<file path="src/rtl/logic_pipe.sv">
// rtl/logic_pipe.sv - two-stage bitwise logic pipeline with valid/ready handshakes and delivery counter
module logic_pipe #(
    parameter int WIDTH = 8,
    parameter int CNT_W = 16
) (
    input  logic             clk_i,
    input  logic             rst_i,
    input  logic             valid_i,
    output logic             ready_o,
    input  logic [WIDTH-1:0] a_i,
    input  logic [WIDTH-1:0] b_i,
    input  logic [WIDTH-1:0] d_i,
    input  logic [1:0]       op1_i,
    input  logic [1:0]       op2_i,
    output logic             valid_o,
    input  logic             ready_i,
    output logic [WIDTH-1:0] e_o,
    output logic [CNT_W-1:0] count_o
);

    // 00 AND, 01 OR, 10 XOR, 11 NAND
    function automatic logic [WIDTH-1:0] apply_op(input logic [1:0] op,
                                                  input logic [WIDTH-1:0] x,
                                                  input logic [WIDTH-1:0] y);
        logic [WIDTH-1:0] r;
        case (op)
            2'b00:   r = x & y;
            2'b01:   r = x | y;
            2'b10:   r = x ^ y;
            default: r = ~(x & y);
        endcase
        return r;
    endfunction

    logic             s1_valid;
    logic [WIDTH-1:0] s1_c;
    logic [WIDTH-1:0] s1_d;
    logic [1:0]       s1_op2;

    logic s2_ready;
    logic in_hs;
    logic s2_load;
    logic out_hs;

    // Stage 2 can take new data when empty or when its result leaves this cycle;
    // stage 1 can then always drain, so the input sees a purely combinational stall.
    always_comb begin
        s2_ready = !valid_o || ready_i;
        ready_o  = !s1_valid || s2_ready;
        in_hs    = valid_i && ready_o;
        s2_load  = s1_valid && s2_ready;
        out_hs   = valid_o && ready_i;
    end

    // Stage 1: capture C = op1(A,B) with D and op2 carried along for stage 2
    always_ff @(posedge clk_i) begin
        if (rst_i) begin
            s1_valid <= 1'b0;
            s1_c     <= '0;
            s1_d     <= '0;
            s1_op2   <= 2'b00;
        end else if (in_hs) begin
            s1_valid <= 1'b1;
            s1_c     <= apply_op(op1_i, a_i, b_i);
            s1_d     <= d_i;
            s1_op2   <= op2_i;
        end else if (s2_load) begin
            s1_valid <= 1'b0;
        end
    end

    // Stage 2: produce E = op2(C,D) and hold it until the downstream accepts
    always_ff @(posedge clk_i) begin
        if (rst_i) begin
            valid_o <= 1'b0;
            e_o     <= '0;
        end else if (s2_load) begin
            valid_o <= 1'b1;
            e_o     <= apply_op(s1_op2, s1_c, s1_d);
        end else if (ready_i) begin
            valid_o <= 1'b0;
        end
    end

    // Count delivered results, wrapping naturally at the counter width
    always_ff @(posedge clk_i) begin
        if (rst_i) begin
            count_o <= '0;
        end else if (out_hs) begin
            count_o <= count_o + 1'b1;
        end
    end

endmodule

</file>
<file path="config.mk">
export PLATFORM = sky130hd
export DESIGN_NAME = logic_pipe
export DESIGN_NICKNAME = d
export VERILOG_FILES = /design/src/rtl/logic_pipe.sv
export SDC_FILE = /design/constraint.sdc
export NUM_CORES = 1
export LEC_CHECK = 0
export ABC_AREA = 1
export CORE_ASPECT_RATIO = 0.7
export CORE_MARGIN = 4
export CORE_UTILIZATION = 30
export DETAILED_ROUTE_END_ITERATION = 8
export HOLD_SLACK_MARGIN = 0.15
export PLACE_DENSITY = 0.63
export SYNTH_ARGS = -nofsm -noshare
export SYNTH_HDL_FRONTEND = slang
export SYNTH_SLANG_ARGS = --single-unit
export TNS_END_PERCENT = 30
</file>
<file path="constraint.sdc">
create_clock -name clk_i -period 2.85 [get_ports clk_i]
set_clock_uncertainty 0.05 [all_clocks]
set_input_delay 0.4275 -clock clk_i [delete_from_list [all_inputs] [get_ports clk_i]]
set_output_delay 0.4275 -clock clk_i [all_outputs]
set_load 0.02 [all_outputs]
</file>
-- Word-level counts from Yosys, hierarchy flattened
Index checks and enable logic that the tools add are counted.
- $add $sub $neg: 1
- equal/unequal tests: 4
- muxes and demuxes: 6
- bitwise operators: 8
- reductions and logical operators: 11
- operators by type and width (operator ; count):
    $pmux W8 S3 ; 2
    $add A16 B1 Y16 const B ; 1
    $and A8 B8 Y8 ; 2
    $not A8 Y8 ; 2
    $or A8 B8 Y8 ; 2
    $xor A8 B8 Y8 ; 2
    $eq A2 B1 Y1 const B ; 2
    $eq A2 B2 Y1 const B ; 2
    $logic_not A2 Y1 ; 2
    $mux W1 ; 4
    $reduce_bool A2 Y1 ; 2
    $logic_and A1 B1 Y1 ; 3
    $logic_not A1 Y1 ; 2
    $logic_or A1 B1 Y1 ; 2
- register bits: 44
- input port bits: 32
- output and inout bits: 26
- logic and storage cells: 37

-- Longest topological paths before layout
Gate-level depths: netlist of run 1.
- word-level depth: 5
- gate-level depth with buffers: 8
- mapped depth without buffers: 7

-- Worst setup path before layout of run 1
OpenSTA, ideal clock, no wires.
- kind: register -> register
- start point: register valid_o
- end point: register s1_c[0]
- library setup time: 0.120 ns
- data arrival time: 1.248 ns
- required time: 2.680 ns
- slack: 1.433 ns
- stages on the path, launching flop included: 7
- buffers on the path: 1
- clock period less this slack: 1.417 ns
- cell sequence: dfxtp_1 nand3_2 nand2_2 buf_6 inv_4 o21ai_0 a21oi_1
- word-level cells in the longest chain between the ends: 4
- ends and longest elaborated chain (item ; line ; RTL):
    from (decl) ; 15 ; output logic valid_o,
    from (signal assigned) ; 75 ; valid_o <= 1'b0;
    from (signal assigned) ; 78 ; valid_o <= 1'b1;
    from (signal assigned) ; 81 ; valid_o <= 1'b0;
    $logic_not A1 Y1 ; 48 ; s2_ready = !valid_o || ready_i;
    $logic_or A1 B1 Y1 ; 48 ;
    $logic_or A1 B1 Y1 ; 49 ; ready_o = !s1_valid || s2_ready;
    named net ready_o ; 9 ; output logic ready_o,
    $logic_and A1 B1 Y1 ; 50 ; in_hs = valid_i && ready_o;
    to (signal assigned) ; 64 ; s1_c <= apply_op(op1_i, a_i, b_i);
    to (decl) ; 36 ; logic [WIDTH-1:0] s1_c;
The timed path passes the listed nets, and every way through them passes these cells.
A chain may end at the register's enable or synchronous reset.

-- Worst setup path in the final report of run 1
- start point: input port ready_i
- end point: output port ready_o
- word-level cells in the longest chain between the ends: 2
- ends and longest elaborated chain (item ; line ; RTL):
    from (decl) ; 16 ; input logic ready_i,
    $logic_or A1 B1 Y1 ; 48 ;
    $logic_or A1 B1 Y1 ; 49 ;
    to (decl) ; 9 ;
Every way passes these cells.

==> impl_metrics.csv, run 1 <==
group,metric,value,unit
outcome,status,"complete, no violations",
synthesis,syn_inst,385,
worst_setup_path,critPathKind,"in -> out",
synthesis,yosysMostFrequentCell,"inv_1",
power,peakVddDrop,0.2111,mV
place,portBuffers,57,
clocking,cts_resized,0,
job,cap_violations,0,
min_path,holdCritPathClass,"reg -> reg",
timing,tns,0,ns
synthesis,yosys_warnings,0,
cells_and_area,area_delta_synth_final,31.62,%
cells_and_area,layout-drive-gt1-share,0.04494,
power,seqPwrFrac,0.446,
synthesis,synth-edff-count,0,
synthesis,ys_types,27,
clocking,cts.path.max_buffers,2,
synthesis,synthFlopType,"dfxtp_1",
routing,drt_wl_total,7093,µm
worst_setup_path,startpoint_type,"input port",
timing,fin_ws,0.5689,ns
grt,grt-ovfl-total,0,
synthesis,synth.area.top_cells,"dfxtp_1 (33%), ha_1 (15%), o21ai_0 (9.1%)",
timing,slew_viol_final,0,
timing,hold_violations,0,
worst_setup_path,cp_slowest_cell,"clkdlybuf4s50_1",
timing,fin_crit,2.281,ns
timing,tightest_slew,0.6132,ns
grt,grt_pass1_wl,11540,µm
synthesis,synth_top_area_cell,"dfxtp_1",
clocking,post_cts.repair.setup_buffers,0,
clocking,clockRootBuffer,"clkbuf_16",
synthesis,synth_common_cells,"inv_1 (60), nor2_1 (56), nand2_1 (51), o21ai_0 (49), dfxtp_1 (44)",
timing,post-route-period-util,0.8004,
cells_and_area,diodes,0,
floorplanning,io_pins,58,
clocking,cts_tree,"built",
routing,wire_per_inst,12.55,µm
synthesis,ys_seq_area_frac,0.3268,
power,p_int,1.107,mW
place,place_ws,0.5619,ns
floorplanning,coreArea,8583,µm²
synthesis,synth_seq_cells,44,
worst_setup_path,crit_chain,"clkdlybuf4s50_1 -> inv_1 -> nand3_2 -> clkdlybuf4s50_1",
worst_setup_path,critPathArrivalTime,1.80,ns
floorplanning,die_height,87.30,µm
power,switchingPower,0.3981,mW
routing,drt-initial-drc-count,152,
timing,rsz0062_at_grt,"false",
timing,slew_headroom,0.5897,
worst_setup_path,required,2.37,ns
clocking,cts.clk_slew.worst_paths,0.06,ns
clocking,clock-sinks,44,
power,p_comb_frac,0.168,
synthesis,synth_area,2695,µm²
power,swShare,0.2646,
timing,setup-violations-final,0,
clocking,clk_latency,0.28,ns
clocking,cts_made_buffers,5,
cells_and_area,n_fill_cell,881,
cells_and_area,final_nets,509,
routing,ant_nets,0,
floorplanning,dieArea,10590,µm²
routing,drt-pass1-iter-count,5,
worst_setup_path,end_kind,"primary output",
grt,grt_use_total,0.1352,
grt,antenna_found_initial,0,
synthesis,syn-num-nets,450,
grt,grt_max_degree,30,
worst_setup_path,cp_common_cell,"clkdlybuf4s50_1",
synthesis,postSynthAreaPerCell,7.000,µm²
synthesis,async_reset_ff_frac,0,
synthesis,netlist.area_leader.share,0.3268,
power,p_per_area,424.2,nW/µm²
worst_setup_path,cp_max_fo,4,
cells_and_area,post-route-util,0.4133,
power,finalPower,1.505,mW
routing,dr_total_vias,2633,
timing,max_freq,438.4,MHz
routing,vias_per_cell,4.660,
grt,grt_pass1_vias,2363,
floorplanning,initial_utilization,0.3140,
power,pwr-share-clk,0.386,
power,power.leakage,1.531,nW
clocking,holdBufCountCts,0,
floorplanning,row_count,28,
place,hpwlAfterDp,5468,µm
floorplanning,dieWidth,121.3,µm
worst_setup_path,slowest_delay,0.61,ns
place,place.gp.congestion,0.8777,
clocking,htree_levels,2,
routing,remaining_drc_errors,0,
worst paths after layout:
check                         end  slack [ns]  depth (start not counted)                 start
min reg2reg  s1_d[0]$_SDFFE_PP0P_        0.43                          2  s1_d[0]$_SDFFE_PP0P_
max                       ready_o        0.57                          4               ready_i
min          s1_d[0]$_SDFFE_PP0P_        0.43                          2  s1_d[0]$_SDFFE_PP0P_
max reg2reg  s1_c[0]$_SDFFE_PP0P_        1.19                          5  valid_o$_SDFFE_PP0P_
layout make-up:
cell class / instances / area [µm²] / share of cell area
timing repair buffer: 59 / 598.1 / 0.1686
clock buffer: 6 / 138.9 / 0.03915
tap: 120 / 150.1 / 0.04233
multi-input combinational: 272 / 1534 / 0.4325
inverter: 62 / 235.2 / 0.06631
clock inverter: 2 / 10.01 / 0.002822
sequential: 44 / 880.8 / 0.2483
power by group through the flow:
stage	logic, mW	registers [mW]	clock network, mW
2_1_floorplan	0.133	0.690	0
4_1_cts	0.255	0.670	0.592
6_report	0.253	0.671	0.581
3_3_place_gp	0.245	0.684	0
3_5_place_dp	0.254	0.684	0
5_1_grt	0.289	0.673	0.625
cells by family after synthesis:
kind of cell / share of synthesized area
buffers and inverters: 0.1040
XOR/XNOR: 0.009751
AND/OR/NAND/NOR: 0.2252
AO/OA/AOI/OAI: 0.1811
adder cells (fa/ha/maj): 0.1532
flip-flops: 0.3268
sequential cells by signal (all words and copies together) (netlist names):
signal / count
count_o: 16
e_o: 8
s1_c: 8
s1_d: 8
s1_op2: 2
s1_valid: 1
valid_o: 1
per-layer routing:
| metal | vias up | global-route usage | share of wire |
|---|---|---|---|
| met5 | - | 0 | 0 |
| met4 | 0 | 0.03255 | 0.0056 |
| met3 | 4 | 0.02662 | 0.061 |
| met2 | 74 | 0.2080 | 0.43 |
| met1 | 1198 | 0.1943 | 0.51 |
| li1 | 1357 | - | - |
per-stage QoR:
| step | cells | hold WS (ns) | instance area (µm²) |
|---|---|---|---|
| floorplan | 385 | 0.4011 | 2695 |
| CTS | 565 | 0.4301 | 3547 |
| global placement | 557 | 0.4101 | 3398 |
| detailed placement | 557 | 0.4209 | 3398 |
| finish | 565 | 0.4265 | 3547 |
| global route | 565 | 0.4589 | 3547 |
worst max-delay path: cells and delay by family:
kind	cells	cell delay (ns)
buffers and inverters	3	1.27
and+or+nand+nor	1	0.10
placed cells by master (no fill, tap or decap), types with 5 or more instances in the layout:
cell,n
inv_1,60
dfxtp_1,44
a21oi_1,41
nor2_1,56
nor3_1,5
clkbuf_16,5
nand3_1,14
o21ai_0,49
nand2_1,51
ha_1,33
clkdlybuf4s50_1,57
No activity file was read; power rests on OpenSTA's default activity.
==> inputs of run 2 (changes only) <==
==> constraint.sdc (replaced) <==
create_clock -name clk_i -period 2.1 [get_ports clk_i]
set_clock_uncertainty 0.05 [all_clocks]
set_input_delay 0.315 -clock clk_i [delete_from_list [all_inputs] [get_ports clk_i]]
set_output_delay 0.315 -clock clk_i [all_outputs]
set_load 0.02 [all_outputs]
==> run 2 against run 1 <==
Against the previous run: total power increased by 36%; critical endpoint unchanged; worst setup slack got worse by 0.38 ns; utilization increased by 0.36 points; sequential share of layout area decreased by 0.22 points; die area unchanged; clock power increased by 35%; non-clock buffer count increased by 4; routed wire length decreased by 1.8%.
==> impl_metrics.csv, run 2 (same netlist as run 1, synthesis figures left out) <==
group,metric,value,unit
outcome,status,"complete, no violations",
worst_setup_path,cp_max_fo,3,
floorplanning,io_pins,58,
timing,whs,0.4250,ns
floorplanning,dieWidth,121.3,µm
timing,hold_violations,0,
clocking,holdBufCountCts,0,
timing,slew_headroom,0.5869,
worst_setup_path,end_kind,"primary output",
power,p_per_area,570.8,nW/µm²
cells_and_area,final_nets,513,
cells_and_area,largest_reg_flops,16,
clocking,post_cts.repair.setup_buffers,0,
timing,slew_viol_final,0,
worst_setup_path,slowest_delay,0.60,ns
cells_and_area,design_area,3578,µm²
floorplanning,initial_utilization,0.3140,
grt,grt-ovfl-total,0,
worst_setup_path,required,1.74,ns
worst_setup_path,startpoint_type,"input port",
worst_setup_path,cp_slowest_cell,"clkdlybuf4s50_1",
job,cap_violations,0,
clocking,clock-sinks,44,
routing,wire_per_inst,12.24,µm
grt,grt.busiest_layer,"met2",
clocking,cts.path.max_buffers,2,
cells_and_area,top_register,"count_o",
worst_setup_path,critPathKind,"in -> out",
place,place_inst,561,
clocking,cts_made_buffers,5,
cells_and_area,diodes,0,
routing,vias_per_cell,4.552,
place,hpwlAfterDp,5514,µm
cells_and_area,layout_common_cells,"inv_1 (60), clkdlybuf4s50_1 (57), nor2_1 (56)",
cells_and_area,layout.cells.non_filler,569,
grt,grt_pass1_wl,11700,µm
timing,fin_ws,0.1914,ns
routing,drt_wl_total,6965,µm
clocking,clk_latency,0.28,ns
min_path,holdCritPathClass,"reg -> reg",
timing,tightest_slew,0.6173,ns
routing,drt-initial-drc-count,119,
routing,dr_total_vias,2590,
power,finalPower,2.043,mW
floorplanning,die_height,87.30,µm
cells_and_area,layout-drive-gt1-share,0.05122,
place,place_ws,0.1981,ns
power,power.leakage,1.544,nW
worst_setup_path,crit_chain,"clkdlybuf4s50_1 -> inv_1 -> nand3_2 -> clkdlybuf4s50_1",
grt,grtUsageMet1,0.1942,
timing,max_freq,523.9,MHz
cells_and_area,layout_commonest_cell,"inv_1",
cells_and_area,area_delta_synth_final,32.78,%
floorplanning,coreArea,8583,µm²
floorplanning,row_count,28,
cells_and_area,post-route-util,0.4169,
grt,grt_use_total,0.1353,
clocking,cts_tree,"built",
worst_setup_path,cp_common_cell,"clkdlybuf4s50_1",
place,place_area,3428,µm²
timing,setup-violations-final,0,
grt,use_met2,0.2115,
timing,post-route-period-util,0.9089,
grt,grtUsageMet3,0.02922,
clocking,clockRootBuffer,"clkbuf_16",
floorplanning,dieArea,10590,µm²
grt,grt_pass1_vias,2441,
clocking,htree_levels,2,
clocking,cts.clk_slew.worst_paths,0.07,ns
power,peakVddDrop,0.3931,mV
clocking,cts_resized,0,
place,place.gp.congestion,0.8559,
routing,remaining_drc_errors,0,
timing,rsz0062_at_grt,"false",
timing,tns,0,ns
grt,grt_max_degree,25,
routing,ant_nets,0,
timing,fin_crit,1.909,ns
routing,drt-pass1-iter-count,4,
grt,antenna_found_initial,0,
place,portBuffers,57,
worst_setup_path,critPathArrivalTime,1.54,ns
==> run 2: area by class of cell <==
type	count	area (µm²)
flip-flops and latches	44	880.8
clock buffers	7	142.6
fillers	868	5005
clock inverters	1	7.507
well taps	120	150.1
repair buffers	63	628.1
inverters	62	235.2
multi-input cells	272	1534
==> run 2: per-layer routing <==
layer	wire, µm	part of all wire
met1	3530	0.51
met2	3005	0.43
met3	384	0.055
met4	45	0.0065
met5	0	0
==> run 2: path summary, 6_finish.rpt <==
kind	startpoint	endpoint	slack, ns	cells after the start
max	ready_i	ready_o	0.19	4
min	s1_d[3]$_SDFFE_PP0P_	s1_d[3]$_SDFFE_PP0P_	0.42	2
max reg2reg	count_o[0]$_SDFFE_PP0P_	count_o[8]$_SDFFE_PP0P_	0.51	6
min reg2reg	s1_d[3]$_SDFFE_PP0P_	s1_d[3]$_SDFFE_PP0P_	0.42	2
==> run 2: critical path, delay by kind of cell <==
kind	cells	cell delay (ns)
buffers and inverters	3	1.14
AND/OR/NAND/NOR	1	0.08
==> run 2: report_power, final <==
part           internal, mW  switching (mW)
registers             0.877          0.0325
clock network         0.474           0.310
logic                 0.160           0.188
total                  1.51           0.531
==> inputs of run 3 (changes only) <==
--- a/config.mk
+++ b/config.mk
@@ -6,6 +6,7 @@
 export NUM_CORES = 1
 export LEC_CHECK = 0
 export ABC_AREA = 1
+export ABC_CLOCK_PERIOD_IN_PS = 2060
 export CORE_ASPECT_RATIO = 0.7
 export CORE_MARGIN = 4
 export CORE_UTILIZATION = 30
==> constraint.sdc (replaced) <==
create_clock -name clk_i -period 2.06 [get_ports clk_i]
set_clock_uncertainty 0.05 [all_clocks]
set_input_delay 0.309 -clock clk_i [delete_from_list [all_inputs] [get_ports clk_i]]
set_output_delay 0.309 -clock clk_i [all_outputs]
set_load 0.02 [all_outputs]
==> run 3 against run 2 <==
Against the previous run: sequential power rose by 2%; worst setup slack got worse by 0.027 ns; sequential share of layout area did not move; worst hold slack got worse by 0.0036 ns; routed wire length fell by 1.3%; die area did not move; critical path type unchanged.
==> impl_metrics.csv, run 3 (same netlist as run 1, synthesis figures left out) <==
group,metric,value,unit
outcome,status,"complete, no violations",
grt,grt.busiest_layer,"met2",
floorplanning,die_height,87.30,µm
floorplanning,initial_utilization,0.3140,
cells_and_area,layout_common_cells,"inv_1 (60), clkdlybuf4s50_1 (57), nor2_1 (56)",
cells_and_area,n_fill_cell,874,
worst_setup_path,r2r_slack,0.52,ns
cells_and_area,layout_commonest_cell,"inv_1",
worst_setup_path,cp_max_fo,3,
power,p_int,1.615,mW
floorplanning,io_pins,58,
cells_and_area,final_nets,514,
clocking,clockRootBuffer,"clkbuf_16",
worst_setup_path,critPathKind,"in -> out",
timing,setup-violations-final,0,
cells_and_area,area_delta_synth_final,32.78,%
power,power.leakage,1.550,nW
grt,grt_use_total,0.1342,
worst_setup_path,cp_slowest_cell,"clkdlybuf4s50_1",
timing,max_freq,527.5,MHz
grt,antenna_found_initial,0,
cells_and_area,largest_reg_flops,16,
floorplanning,dieWidth,121.3,µm
grt,grt_pass1_wl,11610,µm
grt,grt_max_degree,25,
timing,tns,0,ns
power,seqPwrFrac,0.436,
cells_and_area,design_area,3578,µm²
worst_setup_path,startpoint_type,"input port",
cells_and_area,post-route-util,0.4169,
place,place_inst,562,
timing,slew_viol_final,0,
timing,hold_violations,0,
job,cap_violations,0,
cells_and_area,diodes,0,
routing,wire_per_inst,12.10,µm
cells_and_area,top_register,"count_o",
routing,ant_nets,0,
clocking,cts.path.max_buffers,2,
place,place.gp.congestion,0.8694,
place,place_area,3423,µm²
routing,vias_per_cell,4.526,
power,peakVddDrop,0.3156,mV
floorplanning,coreArea,8583,µm²
timing,fin_crit,1.896,ns
timing,whs,0.4214,ns
clocking,clk_latency,0.27,ns
worst_setup_path,slowest_delay,0.60,ns
power,finalPower,2.128,mW
worst_setup_path,cp_common_cell,"clkdlybuf4s50_1",
min_path,holdCritPathClass,"reg -> reg",
grt,grt_pass1_vias,2431,
worst_setup_path,required,1.70,ns
timing,fin_ws,0.1642,ns
routing,drt-pass1-iter-count,4,
worst_setup_path,crit_chain,"clkdlybuf4s50_1 -> inv_1 -> nand3_2 -> clkdlybuf4s50_1",
clocking,htree_levels,2,
routing,remaining_drc_errors,0,
routing,drt_wl_total,6874,µm
floorplanning,row_count,28,
clocking,cts_resized,0,
timing,slew_headroom,0.6059,
power,swShare,0.2413,
grt,grtUsageMet1,0.1873,
place,place_ws,0.1635,ns
power,switchingPower,0.5136,mW
place,portBuffers,57,
clocking,cts_made_buffers,5,
cells_and_area,layout.cells.non_filler,568,
power,p_per_area,594.7,nW/µm²
worst_setup_path,end_kind,"primary output",
routing,dr_total_vias,2571,
power,pwr-share-clk,0.398,
clocking,cts_tree,"built",
grt,grtUsageMet3,0.02532,
floorplanning,dieArea,10590,µm²
clocking,cts.clk_slew.worst_paths,0.06,ns
clocking,post_cts.repair.setup_buffers,0,
place,hpwlAfterDp,5502,µm
cells_and_area,layout-drive-gt1-share,0.05134,
grt,grt-ovfl-total,0,
timing,tightest_slew,0.5890,ns
timing,rsz0062_at_grt,"false",
power,p_comb_frac,0.166,
worst_setup_path,critPathArrivalTime,1.54,ns
clocking,holdBufCountCts,0,
timing,post-route-period-util,0.9203,
clocking,clock-sinks,44,
grt,use_met2,0.2165,
routing,drt-initial-drc-count,140,
-- run 3: cell types whose count changed in the layout (fill, tap and decap cells not counted) --
cell        previous run  this run
bufinv_16              0         1
buf_12                 1         0
clkbuf_8               1         0
clkinvlp_4             1         0
clkbuf_1               1         0
buf_4                  5         7
-- run 3: layout make-up --
| class | instances | area (µm²) | area share |
|---|---|---|---|
| multi-input cells | 272 | 1534 | 0.4287 |
| repair buffers | 64 | 623.1 | 0.1741 |
| well taps | 120 | 150.1 | 0.04196 |
| clock buffers | 5 | 125.1 | 0.03497 |
| clock inverters | 1 | 30.03 | 0.008392 |
| inverters | 62 | 235.2 | 0.06573 |
| flip-flops and latches | 44 | 880.8 | 0.2462 |
-- run 3: worst max-delay path: cells and delay by family --
kind | cells | cell delay (ns)
buffers and inverters | 3 | 1.14
AND/OR/NAND/NOR | 1 | 0.08
-- run 3: final timing paths --
check | cells after the start | from | endpoint
setup / recovery | 4 | ready_i | ready_o
hold / removal | 2 | s1_d[3]$_SDFFE_PP0P_ | s1_d[3]$_SDFFE_PP0P_
setup reg to reg | 6 | count_o[0]$_SDFFE_PP0P_ | count_o[8]$_SDFFE_PP0P_
hold reg to reg | 2 | s1_d[3]$_SDFFE_PP0P_ | s1_d[3]$_SDFFE_PP0P_
-- run 3: metal layers --
layer | part of all wire | routed length, µm
met1 | 0.49 | 3360
met5 | 0 | 0
met4 | 0.011 | 76
met2 | 0.43 | 2929
met3 | 0.074 | 507
-- run 3: power groups by stage --
| stage | registers, mW | clock network, mW | logic (mW) |
|---|---|---|---|
| finish | 0.927 | 0.848 | 0.353 |
| CTS | 0.928 | 0.874 | 0.356 |
| floorplan | 0.954 | 0 | 0.184 |
| global route | 0.933 | 0.908 | 0.409 |
| global placement | 0.945 | 0 | 0.345 |
| detailed placement | 0.947 | 0 | 0.354 |
